File: src/rtl/fir_cfg_pkg.sv
`timescale 1ns/1ps
// fir_cfg_pkg: register map, CFG word layout, response codes and FSM state types
// shared by the FIR control-plane register file.
package fir_cfg_pkg;

    // Register indices, decoded from addr[6:3]
    localparam logic [3:0] REG_CTRL = 4'd0;
    localparam logic [3:0] REG_SRC  = 4'd1;
    localparam logic [3:0] REG_DST  = 4'd2;
    localparam logic [3:0] REG_CFG  = 4'd3;
    localparam logic [3:0] REG_COEF = 4'd4;
    localparam logic [3:0] REG_IRQ  = 4'd5;

    localparam logic [1:0] RESP_OKAY   = 2'b00;
    localparam logic [1:0] RESP_SLVERR = 2'b10;

    // Static job configuration; occupies CFG word bits [28:0], auto_en at bit 0
    typedef struct packed {
        logic [3:0] out_rate;   // [28:25]
        logic [3:0] in_rate;    // [24:21]
        logic [7:0] delay;      // [20:13]
        logic [3:0] shift;      // [12:9]
        logic [7:0] tap;        // [8:1]
        logic       auto_en;    // [0]
    } fir_cfg_t;

    localparam int CFG_W = $bits(fir_cfg_t);

    typedef enum logic [1:0] {W_IDLE, W_DATA, W_RESP} wr_state_e;
    typedef enum logic       {R_IDLE, R_DATA}         rd_state_e;

    // CTRL read-back word: bit2 = interrupt pending, bit0 = busy
    function automatic logic [63:0] ctrl_status(input logic busy, input logic irq);
        return {61'b0, irq, 1'b0, busy};
    endfunction

endpackage

File: src/rtl/fir_axil_cfg_slave.sv
`timescale 1ns/1ps
// fir_axil_cfg_slave: AXI4-Lite register file for the FIR accelerator control plane.
// Holds DMA source/destination, job config, coefficient push port, start/busy and
// the level interrupt. Read and write channels run independent FSMs.
module fir_axil_cfg_slave
    import fir_cfg_pkg::*;
#(
    parameter int AXIL_DATA_WIDTH = 64,
    parameter int AXIL_ADDR_WIDTH = 32,
    parameter int NUM_REGISTER    = 6,
    parameter int MAX_TAPS        = 255
) (
    input  logic                         clk,
    input  logic                         rst,
    // write address
    input  logic [AXIL_ADDR_WIDTH-1:0]   s_axil_awaddr,
    input  logic [2:0]                   s_axil_awprot,
    input  logic                         s_axil_awvalid,
    output logic                         s_axil_awready,
    // write data
    input  logic [AXIL_DATA_WIDTH-1:0]   s_axil_wdata,
    input  logic [AXIL_DATA_WIDTH/8-1:0] s_axil_wstrb,
    input  logic                         s_axil_wvalid,
    output logic                         s_axil_wready,
    // write response
    output logic [1:0]                   s_axil_bresp,
    output logic                         s_axil_bvalid,
    input  logic                         s_axil_bready,
    // read address
    input  logic [AXIL_ADDR_WIDTH-1:0]   s_axil_araddr,
    input  logic [2:0]                   s_axil_arprot,
    input  logic                         s_axil_arvalid,
    output logic                         s_axil_arready,
    // read data
    output logic [AXIL_DATA_WIDTH-1:0]   s_axil_rdata,
    output logic [1:0]                   s_axil_rresp,
    output logic                         s_axil_rvalid,
    input  logic                         s_axil_rready,
    // job configuration
    output logic [31:0]                  src_addr,
    output logic [29:0]                  src_len,
    output logic [31:0]                  dst_addr,
    output logic [29:0]                  dst_len,
    output logic                         cfg_auto,
    output logic [7:0]                   cfg_tap,
    output logic [3:0]                   cfg_shift,
    output logic [7:0]                   cfg_delay,
    output logic [3:0]                   cfg_in_rate,
    output logic [3:0]                   cfg_out_rate,
    // coefficient load
    output logic                         coef_wr_en,
    output logic [7:0]                   coef_wr_idx,
    output logic [31:0]                  coef_wr_data,
    // job control
    output logic                         start,
    input  logic                         done,
    output logic                         busy,
    output logic                         interrupt_out
);

    localparam logic [7:0] MAX_IDX     = 8'(MAX_TAPS);
    localparam logic [3:0] NUM_REG_IDX = 4'(NUM_REGISTER);

    wr_state_e w_state, w_state_nxt;
    rd_state_e r_state, r_state_nxt;

    logic [3:0]                 wr_idx;
    logic [3:0]                 rd_idx;
    logic [1:0]                 bresp_q;
    logic [AXIL_DATA_WIDTH-1:0] rdata_q;
    logic [AXIL_DATA_WIDTH-1:0] rd_word;
    logic [AXIL_DATA_WIDTH-1:0] src_reg, dst_reg, cfg_reg;
    logic [7:0]                 coef_idx;
    logic                       aw_hs, w_hs, ar_hs;
    logic                       wr_err, wr_apply;
    logic                       start_req, irq_clr;
    fir_cfg_t                   cfg;

    // prot, strobes and address bits outside [6:3] carry no meaning here
    logic unused_bits;
    assign unused_bits = ^{s_axil_awprot, s_axil_arprot, s_axil_wstrb,
                           s_axil_awaddr[AXIL_ADDR_WIDTH-1:7], s_axil_awaddr[2:0],
                           s_axil_araddr[AXIL_ADDR_WIDTH-1:7], s_axil_araddr[2:0]};

    assign aw_hs  = s_axil_awvalid & s_axil_awready;
    assign w_hs   = s_axil_wvalid  & s_axil_wready;
    assign ar_hs  = s_axil_arvalid & s_axil_arready;
    assign rd_idx = s_axil_araddr[6:3];

    // ---------------- write channel ----------------

    // Write FSM state register
    always_ff @(posedge clk) begin
        if (rst) w_state <= W_IDLE;
        else     w_state <= w_state_nxt;
    end

    // Write FSM next state and channel handshake outputs; ready held low while in reset
    always_comb begin
        w_state_nxt    = w_state;
        s_axil_awready = 1'b0;
        s_axil_wready  = 1'b0;
        s_axil_bvalid  = 1'b0;
        case (w_state)
            W_IDLE: begin
                s_axil_awready = ~rst;
                if (s_axil_awvalid) w_state_nxt = W_DATA;
            end
            W_DATA: begin
                s_axil_wready = 1'b1;
                if (s_axil_wvalid) w_state_nxt = W_RESP;
            end
            W_RESP: begin
                s_axil_bvalid = 1'b1;
                if (s_axil_bready) w_state_nxt = W_IDLE;
            end
            default: w_state_nxt = W_IDLE;
        endcase
    end

    assign s_axil_bresp = bresp_q;

    // Decide whether the pending write is refused; refused writes have no side effect
    always_comb begin
        wr_err = 1'b0;
        case (wr_idx)
            REG_CTRL:                  wr_err = s_axil_wdata[1] & busy;
            REG_SRC, REG_DST, REG_CFG: wr_err = busy;
            REG_COEF:                  wr_err = busy | (coef_idx == MAX_IDX);
            default:                   wr_err = 1'b0;
        endcase
    end

    assign wr_apply  = w_hs & ~wr_err & (wr_idx < NUM_REG_IDX);
    assign start_req = wr_apply & (wr_idx == REG_CTRL) & s_axil_wdata[1];
    assign irq_clr   = wr_apply & (wr_idx == REG_IRQ);

    // Latch the register index on AW, then apply the data word on W
    always_ff @(posedge clk) begin
        if (rst) begin
            wr_idx       <= '0;
            bresp_q      <= RESP_OKAY;
            src_reg      <= '0;
            dst_reg      <= '0;
            cfg_reg      <= '0;
            coef_idx     <= '0;
            coef_wr_en   <= 1'b0;
            coef_wr_idx  <= '0;
            coef_wr_data <= '0;
            start        <= 1'b0;
        end else begin
            start      <= start_req;
            coef_wr_en <= 1'b0;
            if (aw_hs) wr_idx <= s_axil_awaddr[6:3];
            if (w_hs)  bresp_q <= wr_err ? RESP_SLVERR : RESP_OKAY;
            if (wr_apply) begin
                case (wr_idx)
                    REG_CTRL: if (!s_axil_wdata[1]) coef_idx <= '0;
                    REG_SRC:  src_reg <= s_axil_wdata;
                    REG_DST:  dst_reg <= s_axil_wdata;
                    REG_CFG:  cfg_reg <= s_axil_wdata;
                    REG_COEF: begin
                        coef_wr_en   <= 1'b1;
                        coef_wr_idx  <= coef_idx;
                        coef_wr_data <= s_axil_wdata[31:0];
                        coef_idx     <= coef_idx + 8'd1;
                    end
                    default: ;
                endcase
            end
        end
    end

    // Job status: a new start outranks done for busy, done outranks a clear for the irq
    always_ff @(posedge clk) begin
        if (rst) begin
            busy          <= 1'b0;
            interrupt_out <= 1'b0;
        end else begin
            if (start_req) busy <= 1'b1;
            else if (done) busy <= 1'b0;
            if (done)         interrupt_out <= 1'b1;
            else if (irq_clr) interrupt_out <= 1'b0;
        end
    end

    assign src_addr = src_reg[31:0];
    assign src_len  = src_reg[63:34];
    assign dst_addr = dst_reg[31:0];
    assign dst_len  = dst_reg[63:34];

    assign cfg          = fir_cfg_t'(cfg_reg[CFG_W-1:0]);
    assign cfg_auto     = cfg.auto_en;
    assign cfg_tap      = cfg.tap;
    assign cfg_shift    = cfg.shift;
    assign cfg_delay    = cfg.delay;
    assign cfg_in_rate  = cfg.in_rate;
    assign cfg_out_rate = cfg.out_rate;

    // ---------------- read channel ----------------

    // Read FSM state register
    always_ff @(posedge clk) begin
        if (rst) r_state <= R_IDLE;
        else     r_state <= r_state_nxt;
    end

    // Read FSM next state and channel handshake outputs
    always_comb begin
        r_state_nxt    = r_state;
        s_axil_arready = 1'b0;
        s_axil_rvalid  = 1'b0;
        case (r_state)
            R_IDLE: begin
                s_axil_arready = ~rst;
                if (s_axil_arvalid) r_state_nxt = R_DATA;
            end
            R_DATA: begin
                s_axil_rvalid = 1'b1;
                if (s_axil_rready) r_state_nxt = R_IDLE;
            end
            default: r_state_nxt = R_IDLE;
        endcase
    end

    // Read mux from current register state, so a same-cycle write is not visible
    always_comb begin
        rd_word = '0;
        case (rd_idx)
            REG_CTRL: rd_word = ctrl_status(busy, interrupt_out);
            REG_SRC:  rd_word = src_reg;
            REG_DST:  rd_word = dst_reg;
            REG_CFG:  rd_word = cfg_reg;
            REG_COEF: rd_word = {56'b0, coef_idx};
            default:  rd_word = '0;
        endcase
    end

    // Capture read data on the AR handshake; held until R completes
    always_ff @(posedge clk) begin
        if (rst)        rdata_q <= '0;
        else if (ar_hs) rdata_q <= rd_word;
    end

    assign s_axil_rdata = rdata_q;
    assign s_axil_rresp = RESP_OKAY;

endmodule

File: config.mk
export PLATFORM = sky130hd
export DESIGN_NAME = fir_axil_cfg_slave
export DESIGN_NICKNAME = d
export VERILOG_FILES = /design/src/rtl/fir_cfg_pkg.sv /design/src/rtl/fir_axil_cfg_slave.sv
export SDC_FILE = /design/constraint.sdc
export NUM_CORES = 1
export LEC_CHECK = 0
export BUFFER_PORTS_ARGS = -buffer_cell sky130_fd_sc_hd__clkbuf_2
export CAP_MARGIN = 30
export CORE_MARGIN = 5
export CORE_UTILIZATION = 47
export CTS_CLUSTER_DIAMETER = 200
export DETAILED_ROUTE_END_ITERATION = 8
export PLACE_DENSITY = 0.73
export SYNTH_ARGS = -nofsm -noshare
export SYNTH_HDL_FRONTEND = slang
export SYNTH_SLANG_ARGS = --single-unit
File: constraint.sdc
create_clock -name clk -period 1.9 [get_ports clk]
set_input_delay 0.38 -clock clk [delete_from_list [all_inputs] [get_ports clk]]
set_output_delay 0.38 -clock clk [all_outputs]
set_load 0.02 [all_outputs]
# After elaboration in Yosys (flattened, before gate mapping)
# Index checks and enable logic that the tools add are counted.
[classes] add_sub_neg=1 order_cmp=1 eq_ne=16 mux=22 n_bitwise=14 reduce_logical=14
[ops] op="$pmux W64 S5" n=1
[ops] op="$eq A4 B2 Y1 const B" n=4
[ops] op="$pmux W8 S2" n=1
[ops] op="$eq A4 B3 Y1 const B" n=3
[ops] op="$mux W1" n=12
[ops] op="$and A1 B1 Y1" n=9
[ops] op="$add A8 B1 Y8 const B" n=1
[ops] op="$eq A4 B1 Y1 const B" n=2
[ops] op="$eq A8 B8 Y1 const B" n=1
[ops] op="$logic_not A4 Y1" n=2
[ops] op="$mux W2" n=4
[ops] op="$mux W8" n=1
[ops] op="$ne A2 B2 Y1 const B" n=4
[ops] op="$reduce_and A2 Y1" n=4
[ops] op="$pmux W2 S3" n=1
[ops] op="$reduce_and A3 Y1" n=2
[ops] op="$reduce_bool A2 Y1" n=3
[ops] op="$lt A4 B3 Y1 const B" n=1
[ops] op="$not A1 Y1" n=4
[ops] op="$pmux W1 S3" n=1
[ops] op="$reduce_or A3 Y1" n=1
[ops] op="$eq A2 B1 Y1 const B" n=1
[ops] op="$eq A2 B2 Y1 const B" n=1
[ops] op="$logic_not A2 Y1" n=1
[ops] op="other kinds (3)" n=3
[totals] register_bits=317 input_bits=150 output_inout_bits=270 wordCells=83

# Logic depth before layout (Yosys ltp)
# Gate-level depths: netlist (run 1).
[logic_depth] depth_word=9 ltp_mapped=8 mapped_depth_nobuf=5

# Least setup slack after synthesis (run 1)
# OpenSTA, ideal clock, no wires.
[synth_path] path_type="register -> register" startpoint="register wr_idx[1]" endpoint="register coef_wr_data[18]" arrival_ps=1775 required_ps=1768 setup_slack_ps=-7 path_stages_with_launch=9 n_path_buf=4 path_cell_list="dfxtp_1 buf_6 or4b_4 buf_6 a311o_1 buf_6 buf_2 nand2_1 a21oi_1"
[synth_via] elab_chain_cells=7 elab_cells_between_ends=12 cone_classes="1 x order compare; 4 x eq/ne; 1 x mux; 3 x bitwise; 3 x reduce/logical"
[synth_lines] item="from (decl)" line_no="fir_axil_cfg_slave.sv:67" text="logic [3:0] wr_idx;"
[synth_lines] item="from (signal assigned)" line_no="fir_axil_cfg_slave.sv:154" text="if (aw_hs) wr_idx <= s_axil_awaddr[6:3];"
[synth_lines] item="$eq A4 B2 Y1 / $eq A4 B1 Y1 (equally long branches)" line_no="fir_axil_cfg_slave.sv:126" text="case (wr_idx)"
[synth_lines] item="$reduce_or A3 Y1" line_no="fir_axil_cfg_slave.sv:126"
[synth_lines] item="$pmux W1 S3" line_no="fir_axil_cfg_slave.sv:126"
[synth_lines] item="$not A1 Y1" line_no="fir_axil_cfg_slave.sv:134" text="assign wr_apply = w_hs & ~wr_err & (wr_idx < NUM_REG_IDX);"
[synth_lines] item="$and A1 B1 Y1 (2 in series)" line_no="fir_axil_cfg_slave.sv:134"
[synth_lines] item="$reduce_and A2 Y1 (no source line) (*)"
[synth_lines] item="to (signal assigned)" line_no="fir_axil_cfg_slave.sv:165" text="coef_wr_data <= s_axil_wdata[31:0];"
[synth_lines] item="to (decl)" line_no="fir_axil_cfg_slave.sv:53" text="output logic [31:0] coef_wr_data,"
# Every way passes the cells marked *; elsewhere a longest branch is shown, timed or not.
# A chain may end at the register's enable or synchronous reset.

# Final worst setup path (run 1)
[layout_path] startpoint="register wr_idx[3]" endpoint="register coef_wr_data[19]"
# Same word-level chain as after synthesis.

==> out/metrics.yaml, run 1 <==
worst_setup_path:
  r2r_end: "coef_wr_data[19]$_SDFFE_PP0P_"
  startpoint: "wr_idx[3]$_SDFFE_PP0P_"
  max_stage_delay_ns: 0.55
  worst_setup_path_end_kind: "flip-flop"
  slowest_stage: "or4b_4"
  cpMostUsedCell: "buf_4"
  r2r_setup_slack_ns: -0.07
  cp_top_family: "simple AND/OR/NAND/NOR gates"
  arrival_ns: 2.40
  path_buf_inv: 3
  path_depth: 7
  ff2ff_path_depth: 7
  crit_type: "flip-flop to flip-flop"
  cp_max_fo: 10
  worstPathCellList: "or4b_4, buf_4, a311oi_4, buf_4, buf_12, nand2_1, a21oi_2"
  critical_path_required_ns: 2.33
  start_kind: "flip-flop"
  rr_startpoint: "wr_idx[3]$_SDFFE_PP0P_"
detailed_routing:
  post_drt_wl_per_cell_um: 19.93
  ant_nets: 0
  vias: 12600
  vias_per_cell: 5.540
  drc_errors: 0
  routed_wl_mm: 45.32
  drt_iter0_drc: 926
  dr.pass1.iters: 5
floorplan:
  ios: 420
  start_util: 0.4781
  core-area_sq_um: 28860
  die_area_sq_um: 32880
  die_h_um: 181.3
  die_w_um: 181.3
  rows: 62
sta:
  skew_ns: 0.01749
  setup_slack_ns: -0.06707
  grt_setup_unrepaired: "yes"
  period_share: 1.035
  final.setup.tns_ns: -0.2629
  max_freq_mhz: 508.4
  setup_violations: 19
  fin_crit_ns: 1.967
  worstMarginPinSlew_ns: 0.7566
  slew_viol_final: 0
  max-slew-margin-rel: 0.4956
  hold_viol: 0
power:
  p_total_uw: 14390
  seq_power_share: 0.466
  p_leak_uw: 0.006649
  pwr-share-clk: 0.475
  power_density_nw_per_um2: 861.0
  max-vdd-ir-drop_mv: 0.7097
  p_sw_uw: 3335
  power.share.switching: 0.2318
  comb_power_share: 0.059
  p_int_uw: 11050
synthesis:
  ys_top_cells_by_area: "dfxtp_1 (46%), nand2_1 (13%), a21oi_1 (8.7%), buf_4 (8.4%), mux2_2 (5.1%)"
  synthCells: 1685
  yosysMostFrequentCell: "nand2_1"
  synth_top_family_by_area: "simple AND/OR/NAND/NOR gates"
  synth_mux_area_frac: 0.05432
  synth_cell_type_count: 52
  synth-simple-area-share: 0.1834
  synth_edf_count: 0
  ys_top_cells_by_count: "nand2_1 (478), dfxtp_1 (316), a21oi_1 (239)"
  synth-seq-cells: 316
  synth_compound_area_frac: 0.1768
  ys.flop_type: "dfxtp_1"
  synth-adder-area-share: 0.0009069
  syn_area_sq_um: 13800
  yosysTopAreaCellShare: 0.4585
  synthArstFlopShare: 0
  ys_seq_area_frac: 0.4585
  yosysWarnings: 0
  synth.avg_cell_area_sq_um: 8.188
  synth_top_area_cell: "dfxtp_1"
  synth_xor_area_frac: 0
hold_path:
  holdPathEnd: "wr_idx[1]$_SDFFE_PP0P_"
  hp-start: "s_axil_awaddr[4]"
  min_path_type: "input pin to flip-flop"
  whs_path_depth: 3
global_route:
  grt_max_degree: 138
  antenna_found_initial: 0
  grt_pass1_wl_mm: 67.27
  grt_pass1_vias: 12270
  track_usage: 0.2490
  grt_overflow: 0
flow_run:
  maxCapViolations: 0
clock_tree:
  cts_tree: "yes"
  h-tree-depth: 2
  cts_made_buffers: 36
  clockBufferDepth: 3
  clk_pin_slew_ns: 0.06
  root_buffer: "clkbuf_16"
  clk_latency_ns: 0.51
  cts.sinks: 316
run_status:
  violations: "setup timing"
  status: "finished, violations left"
finish:
  syn2layout_area_growth_pct: 21.13
  fin_cells: 2274
  final_util: 0.5791
  drive_gt1_frac: 0.3206
  nets: 2015
  diodes: 0
  fin_area_sq_um: 16710
place:
  postPlaceCellArea_sq_um: 15080
  dp_cells: 2192
  place_hpwl_mm: 28.33
  io_buffers: 346
  place_congestion: 0.8780
[worst max-delay path by stage]
stage	slack, ns	to
after CTS	0.003	coef_idx[2]$_SDFFE_PP0P_
after global placement	-0.02	coef_wr_data[19]$_SDFFE_PP0P_
after floorplan	-0.007	coef_wr_data[18]$_SDFFE_PP0P_
final	-0.07	coef_wr_data[19]$_SDFFE_PP0P_
after detailed placement	-0.06	coef_idx[2]$_SDFFE_PP0P_
after global routing	-0.11	coef_wr_data[19]$_SDFFE_PP0P_
[layout by cell type (no fill, tap or decap), types with 3 or more instances in the layout]
cell type	n
nor2_1	67
clkbuf_1	13
buf_12	22
nand2_2	12
nand2_4	13
inv_1	6
a221oi_1	7
clkbuf_2	343
nor4_1	3
dfxtp_1	314
a22o_1	56
mux2i_1	4
a21oi_2	18
a22oi_1	68
nor3_1	3
clkinv_2	3
a211o_1	4
nand3b_1	7
or2_2	6
nand3_1	9
nor2b_1	6
mux2_2	63
nand4_1	3
conb_1	3
nand2b_1	7
nand2_1	453
clkbuf_16	42
and3_1	5
clkbuf_8	6
a21oi_1	221
o21ai_0	11
buf_6	4
buf_4	46
[final cells by class]
cell class	count	area, sq um
Clock buffer	56	1057
Clock inverter	8	100.1
Fill cell	2565	12150
Inverter	6	22.52
Multi-Input combinational cell	1082	6021
Sequential cell	316	6329
Tap cell	384	480.5
Timing Repair Buffer	422	2703
[layer usage]
metal  part of all wire  vias up  global-route usage
li1                   -     5887                   -
met1               0.40     6069              0.3047
met2               0.48      544              0.4281
met3              0.086       97             0.05992
met4              0.034        0             0.08826
met5                  0        -                   0
[tightest hold or removal path, stage by stage]
cell and delay [ns]:
clkbuf_2 0.08, nand2_1 0.04, o21ai_0 0.05
[per-stage QoR]
step | setup WS (ns) | hold slack (ns)
6_report | -0.06707 | 0.06433
5_1_grt | -0.1081 | 0.06055
4_1_cts | 0.002543 | 0.04531
3_5_place_dp | -0.05853 | 0.4442
3_3_place_gp | -0.01925 | 0.4383
2_1_floorplan | -0.007293 | 0.4329
[repair_timing]
item                       4_1_cts  5_1_grt
hold buffers                     0        0
gates resized for setup          5       65
setup endpoints to repair       77      167
pin swaps                        2       36
buffers inserted                 2        8
cloned                           0        8
[kinds of logic after synthesis]
logic type      after synthesis
mux                          67
flops                       316
buf+inv                     290
fa+ha+maj                     1
compound gates              395
simple gates                615
other cells                   1
[power by group through the flow]
stage	Sequential [uW]	Clock [uW]	Combinational (uW)
after global routing	6700	7260	901
after floorplan	6850	0	427
after CTS	6700	6950	804
final	6700	6840	850
after global placement	6840	0	788
after detailed placement	6850	0	796
Note: power is estimated with default switching activity, not from simulation.
==> run 2: changes to the inputs <==
Settings changed: CORE_ASPECT_RATIO set to 1.25, RECOVER_POWER set to 50, TNS_END_PERCENT set to 20.
==> run 2 against run 1 <==
  * The run still ends with setup timing left
  * First-iteration DRC count is 2.5% lower
  * Final cell count hardly changed
  * Largest power group unchanged
  * Global-route usage is 0.50 points lower
  * Largest cell class unchanged
==> out/metrics.yaml, run 2 (synthesis results as in run 1) <==
floorplan:
  ios: 420
  start_util: 0.4731
  die_w_um: 163.2
  rows: 70
  die_h_um: 201.6
  core-area_sq_um: 29170
  die_area_sq_um: 32900
detailed_routing:
  drc_errors: 0
  vias_per_cell: 5.453
  routed_wl_mm: 42.97
  ant_nets: 0
  drt_iter0_drc: 903
  dr.pass1.iters: 6
  vias: 12410
  post_drt_wl_per_cell_um: 18.88
global_route:
  grt_overflow: 0
  track_usage: 0.2440
  grt_max_degree: 120
  grt_pass1_vias: 12050
  antenna_found_initial: 1
  grt_pass1_wl_mm: 65.00
place:
  place_hpwl_mm: 27.98
  io_buffers: 346
  dp_cells: 2209
  postPlaceCellArea_sq_um: 15140
  place_congestion: 0.8350
power:
  power_density_nw_per_um2: 872.1
  p_sw_uw: 3252
  p_leak_uw: 0.006504
  comb_power_share: 0.058
  pwr-share-clk: 0.475
  power.share.switching: 0.2266
  p_total_uw: 14350
  seq_power_share: 0.467
  p_int_uw: 11100
  max-vdd-ir-drop_mv: 0.6159
sta:
  grt_setup_unrepaired: "yes"
  setup_violations: 8
  setup_slack_ns: -0.01713
  max-slew-margin-rel: 0.5788
  final.setup.tns_ns: -0.06910
  max_freq_mhz: 521.6
  skew_ns: 0.01950
  period_share: 1.009
  slew_viol_final: 0
  worstMarginPinSlew_ns: 0.6318
  fin_crit_ns: 1.917
  hold_viol: 0
clock_tree:
  h-tree-depth: 2
  cts.sinks: 316
  cts_made_buffers: 34
  clk_latency_ns: 0.52
  clk_pin_slew_ns: 0.06
  clockBufferDepth: 3
  root_buffer: "clkbuf_16"
  cts_tree: "yes"
flow_run:
  maxCapViolations: 0
worst_setup_path:
  rr_startpoint: "wr_idx[3]$_SDFFE_PP0P_"
  r2r_end: "coef_idx[1]$_SDFFE_PP0P_"
  ff2ff_path_depth: 6
  worst_setup_path_end_kind: "flip-flop"
  r2r_setup_slack_ns: -0.02
  arrival_ns: 2.36
  cp_max_fo: 8
  critical_path_required_ns: 2.34
  start_kind: "flip-flop"
  crit_type: "flip-flop to flip-flop"
finish:
  final_common_cell: "nand2_1"
  multi_input_area_sq_um: 5847
  drive_gt1_frac: 0.2885
  final.fill_count: 2668
  nets: 2009
  syn2layout_area_growth_pct: 19.23
  final_util: 0.5641
  ff_latch_area_sq_um: 6327
  fin_area_sq_um: 16450
  fin_cells: 2276
  mostFrequentLayoutCells: "nand2_1 (471), clkbuf_2 (320), dfxtp_1 (315), a21oi_1 (238), a22oi_1 (68)"
run_status:
  violations: "setup timing"
  status: "finished, violations left"
hold_path:
  holdPathEnd: "wr_idx[2]$_SDFFE_PP0P_"
  min_path_type: "input pin to flip-flop"
  whs_path_depth: 3
  hp-start: "s_axil_awaddr[5]"
## run 2: changes by cell type in the layout (fill, tap and decap cells not counted), sizes merged
| cell | previous run | this run |
|---|---|---|
| clkinv | 3 | 0 |
| clkbuf | 404 | 394 |
| clkinvlp | 1 | 2 |
| bufinv | 2 | 3 |
| diode | 0 | 1 |
## run 2: area by class of cell
| class | instances | area share |
|---|---|---|
| clock buffers | 50 | 0.06229 |
| multi-input cells | 1082 | 0.3554 |
| flip-flops and latches | 316 | 0.3846 |
| inverters | 6 | 0.001369 |
| clock inverters | 7 | 0.007454 |
| diodes | 1 | 0.0001521 |
| well taps | 396 | 0.03012 |
| repair buffers | 418 | 0.1586 |
## run 2: power groups by stage
stage | combinational, uW | clock [uW] | sequential (uW)
2_1_floorplan | 427 | 0 | 6850
3_3_place_gp | 792 | 0 | 6840
3_5_place_dp | 797 | 0 | 6850
4_1_cts | 805 | 6920 | 6700
5_1_grt | 884 | 7220 | 6700
6_report | 831 | 6820 | 6700
## run 2: routing by layer
| layer | GRT usage | share of wire | vias up |
|---|---|---|---|
| li1 | - | - | 5874 |
| met1 | 0.2806 | 0.38 | 5897 |
| met2 | 0.4261 | 0.49 | 527 |
| met3 | 0.06187 | 0.082 | 113 |
| met4 | 0.1058 | 0.047 | 0 |
| met5 | 0 | 0 | - |
## run 2: how the worst max path moves through the flow
stage	cells past startpoint	from	slack, ns	endpoint
after floorplan	8	wr_idx[1]$_SDFFE_PP0P_	-0.007	coef_wr_data[18]$_SDFFE_PP0P_
after global placement	6	s_axil_wvalid	0.02	coef_wr_data[13]$_SDFFE_PP0P_
after detailed placement	6	s_axil_wvalid	-0.02	coef_wr_data[17]$_SDFFE_PP0P_
after CTS	6	wr_idx[3]$_SDFFE_PP0P_	0.02	coef_idx[1]$_SDFFE_PP0P_
after global routing	6	wr_idx[3]$_SDFFE_PP0P_	-0.09	coef_idx[1]$_SDFFE_PP0P_
final	6	wr_idx[3]$_SDFFE_PP0P_	-0.02	coef_idx[1]$_SDFFE_PP0P_
## run 2: what timing repair did
action / CTS / global route
setup endpoints to repair: 3 / 142
hold buffers: 0 / 0
cloned: 0 / 5
gates resized for setup: 1 / 19
pin swaps: 2 / 5
buffers inserted: 2 / 2
## run 2: worst max-delay path, stage by stage (launching register included)
cell      delay [ns]
dfxtp_2         0.32
buf_4           0.15
nor4bb_4        0.28
buf_4           0.20
nand4_1         0.18
or4_1           0.58
a21oi_1         0.13
## run 2: through the flow
step	hold slack, ns	setup WS (ns)
floorplan	0.4329	-0.007293
global placement	0.4384	0.01573
detailed placement	0.4447	-0.01943
CTS	0.07371	0.01521
global route	0.09989	-0.09450
finish	0.09062	-0.01713
==> run 3: changes to the inputs <==
Settings changed: REMOVE_ABC_BUFFERS set to 1, SLEW_MARGIN set to 20.
==> run 3 against run 2 <==
  * Sequential power barely moved
  * The run now ends clean
  * Final cell count fell by 0.18%
  * Via count rose by 0.26%
  * First-iteration DRC count did not move
  * Clock power fell by 13%
  * Die area did not move
  * Highest routed layer unchanged
  * Largest cell class unchanged
==> out/metrics.yaml, run 3 (synthesis results as in run 1) <==
floorplan:
  die_w_um: 163.2
  start_util: 0.4731
  core-area_sq_um: 29170
  rows: 70
  die_area_sq_um: 32900
  ios: 420
  die_h_um: 201.6
place:
  place_hpwl_mm: 27.95
  io_buffers: 346
  dp_cells: 2208
  place_congestion: 0.8380
  postPlaceCellArea_sq_um: 15140
  dp_slack_ns: -0.1341
detailed_routing:
  vias_per_cell: 5.477
  vias: 12440
  drc_errors: 0
  ant_nets: 0
  post_drt_wl_per_cell_um: 19.29
  drt_iter0_drc: 903
  dr.pass1.iters: 5
  routed_wl_mm: 43.82
power:
  max-vdd-ir-drop_mv: 0.6742
  p_leak_uw: 0.006493
  p_total_uw: 13450
  power_density_nw_per_um2: 825.6
finish:
  diodes: 0
  fin_area_sq_um: 16290
  syn2layout_area_growth_pct: 18.06
  final_common_cell: "nand2_1"
  drive_gt1_frac: 0.2953
  final_util: 0.5585
  mostFrequentLayoutCells: "nand2_1 (478), clkbuf_2 (343), dfxtp_1 (314), a21oi_1 (237), a22oi_1 (68)"
  nets: 2006
  fin_cells: 2272
clock_tree:
  clk_pin_slew_ns: 0.06
  clk_latency_ns: 0.56
  ctsHoldBuffers: 0
  clockBufferDepth: 3
  h-tree-depth: 1
  root_buffer: "clkbuf_16"
  cts.sinks: 316
  cts_tree: "yes"
  cts_made_buffers: 31
sta:
  grt_setup_unrepaired: "yes"
  slew_viol_final: 0
  hold_viol: 0
  skew_ns: 0.01470
  fin_crit_ns: 1.891
  worstMarginPinSlew_ns: 0.7542
  max_freq_mhz: 528.9
  max-slew-margin-rel: 0.4972
  setup_violations: 0
  setup_slack_ns: 0.009428
  period_share: 0.9950
global_route:
  grt_max_degree: 132
  grt_overflow: 0
  met1_usage: 0.3013
  grt_pass1_vias: 11900
  grt_pass1_wl_mm: 65.82
  track_usage: 0.2467
  use_met3: 0.03626
  grt.met2_usage: 0.4383
  antenna_found_initial: 0
  busiest_layer: "met2"
worst_setup_path:
  crit_type: "flip-flop to flip-flop"
  ff2ff_path_depth: 5
  cp_max_fo: 7
  r2r_setup_slack_ns: 0.009
  start_kind: "flip-flop"
  startpoint: "wr_idx[3]$_SDFFE_PP0P_"
  path_depth: 5
  r2r_end: "coef_idx[0]$_SDFFE_PP0P_"
  crit_end: "coef_idx[0]$_SDFFE_PP0P_"
  worst_setup_path_end_kind: "flip-flop"
  max_stage_delay_ns: 0.57
  slowest_stage: "or4b_4"
  rr_startpoint: "wr_idx[3]$_SDFFE_PP0P_"
  critical_path_required_ns: 2.40
  path_buf_inv: 1
  arrival_ns: 2.39
  cp_top_family: "simple AND/OR/NAND/NOR gates"
  worstPathCellList: "or4b_4, a311o_2, buf_4, nor2_4, mux2_2"
hold_path:
  min_path_type: "input pin to flip-flop"
flow_run:
  maxCapViolations: 0
run_status:
  status: "completed"
[run 3: cell count changes in the layout (fill, tap and decap cells not counted), moves of 2 or more]
cell	before	now
nand2_1	471	478
buf_4	46	40
buf_2	2	0
nand2_2	7	0
clkbuf_16	40	33
clkbuf_2	320	343
bufinv_16	3	1
buf_6	2	9
inv_6	2	0
clkbuf_1	29	10
clkinv_2	0	4
[run 3: layer usage]
metal  up-vias  routed length, um
li1       5854                  -
met1      5903              16820
met2       571              21880
met3       115               3474
met4         0               1643
met5         -                  0
[run 3: layout make-up]
cell class	count	area, sq um
Inverter	6	22.52
Multi-Input combinational cell	1081	5827
Tap cell	396	495.5
Timing Repair Buffer	419	2655
Clock buffer	47	895.9
Fill cell	2700	12880
Clock inverter	7	65.06
Sequential cell	316	6329
[run 3: timing repair]
action                                  CTS  global route
endpoints found under the setup margin   13           157
cloned                                    0             4
resized for setup                         3            19
pin swaps                                 1             8
setup buffers                             2             4
[run 3: how the worst min path moves through the flow]
stage	from	to	slack (ns)	cells after the start
after CTS	s_axil_awaddr[3]	wr_idx[0]$_SDFFE_PP0P_	0.01	3
after global placement	cfg_reg[44]$_SDFFE_PP0P_	cfg_reg[44]$_SDFFE_PP0P_	0.44	2
after detailed placement	cfg_reg[41]$_SDFFE_PP0P_	cfg_reg[41]$_SDFFE_PP0P_	0.44	2
final	s_axil_awaddr[3]	wr_idx[0]$_SDFFE_PP0P_	0.04	3
after floorplan	cfg_reg[29]$_SDFFE_PP0P_	cfg_reg[29]$_SDFFE_PP0P_	0.43	2
after global routing	s_axil_awaddr[3]	wr_idx[0]$_SDFFE_PP0P_	0.02	3
[run 3: power by group]
group	switching, uW	leakage, uW	internal (uW)	total, uW
clock	2550	0.000467	3360	5910
sequential	34.5	0.00255	6670	6700
combinational	557	0.00348	278	835
[run 3: worst register-to-register path, cell delays in order (launching register included)]
cell	delay [ns]
dfxtp_2	0.33
or4b_4	0.57
a311o_2	0.48
buf_4	0.19
nor2_4	0.11
mux2_2	0.16
[run 3: stage by stage]
step / hold slack (ns) / TNS [ns]
finish: 0.04278 / 0
CTS: 0.01486 / 0
global route: 0.02039 / -2.594
detailed placement: 0.4432 / -1.474
global placement: 0.4384 / -0.3507
floorplan: 0.4268 / -429.31
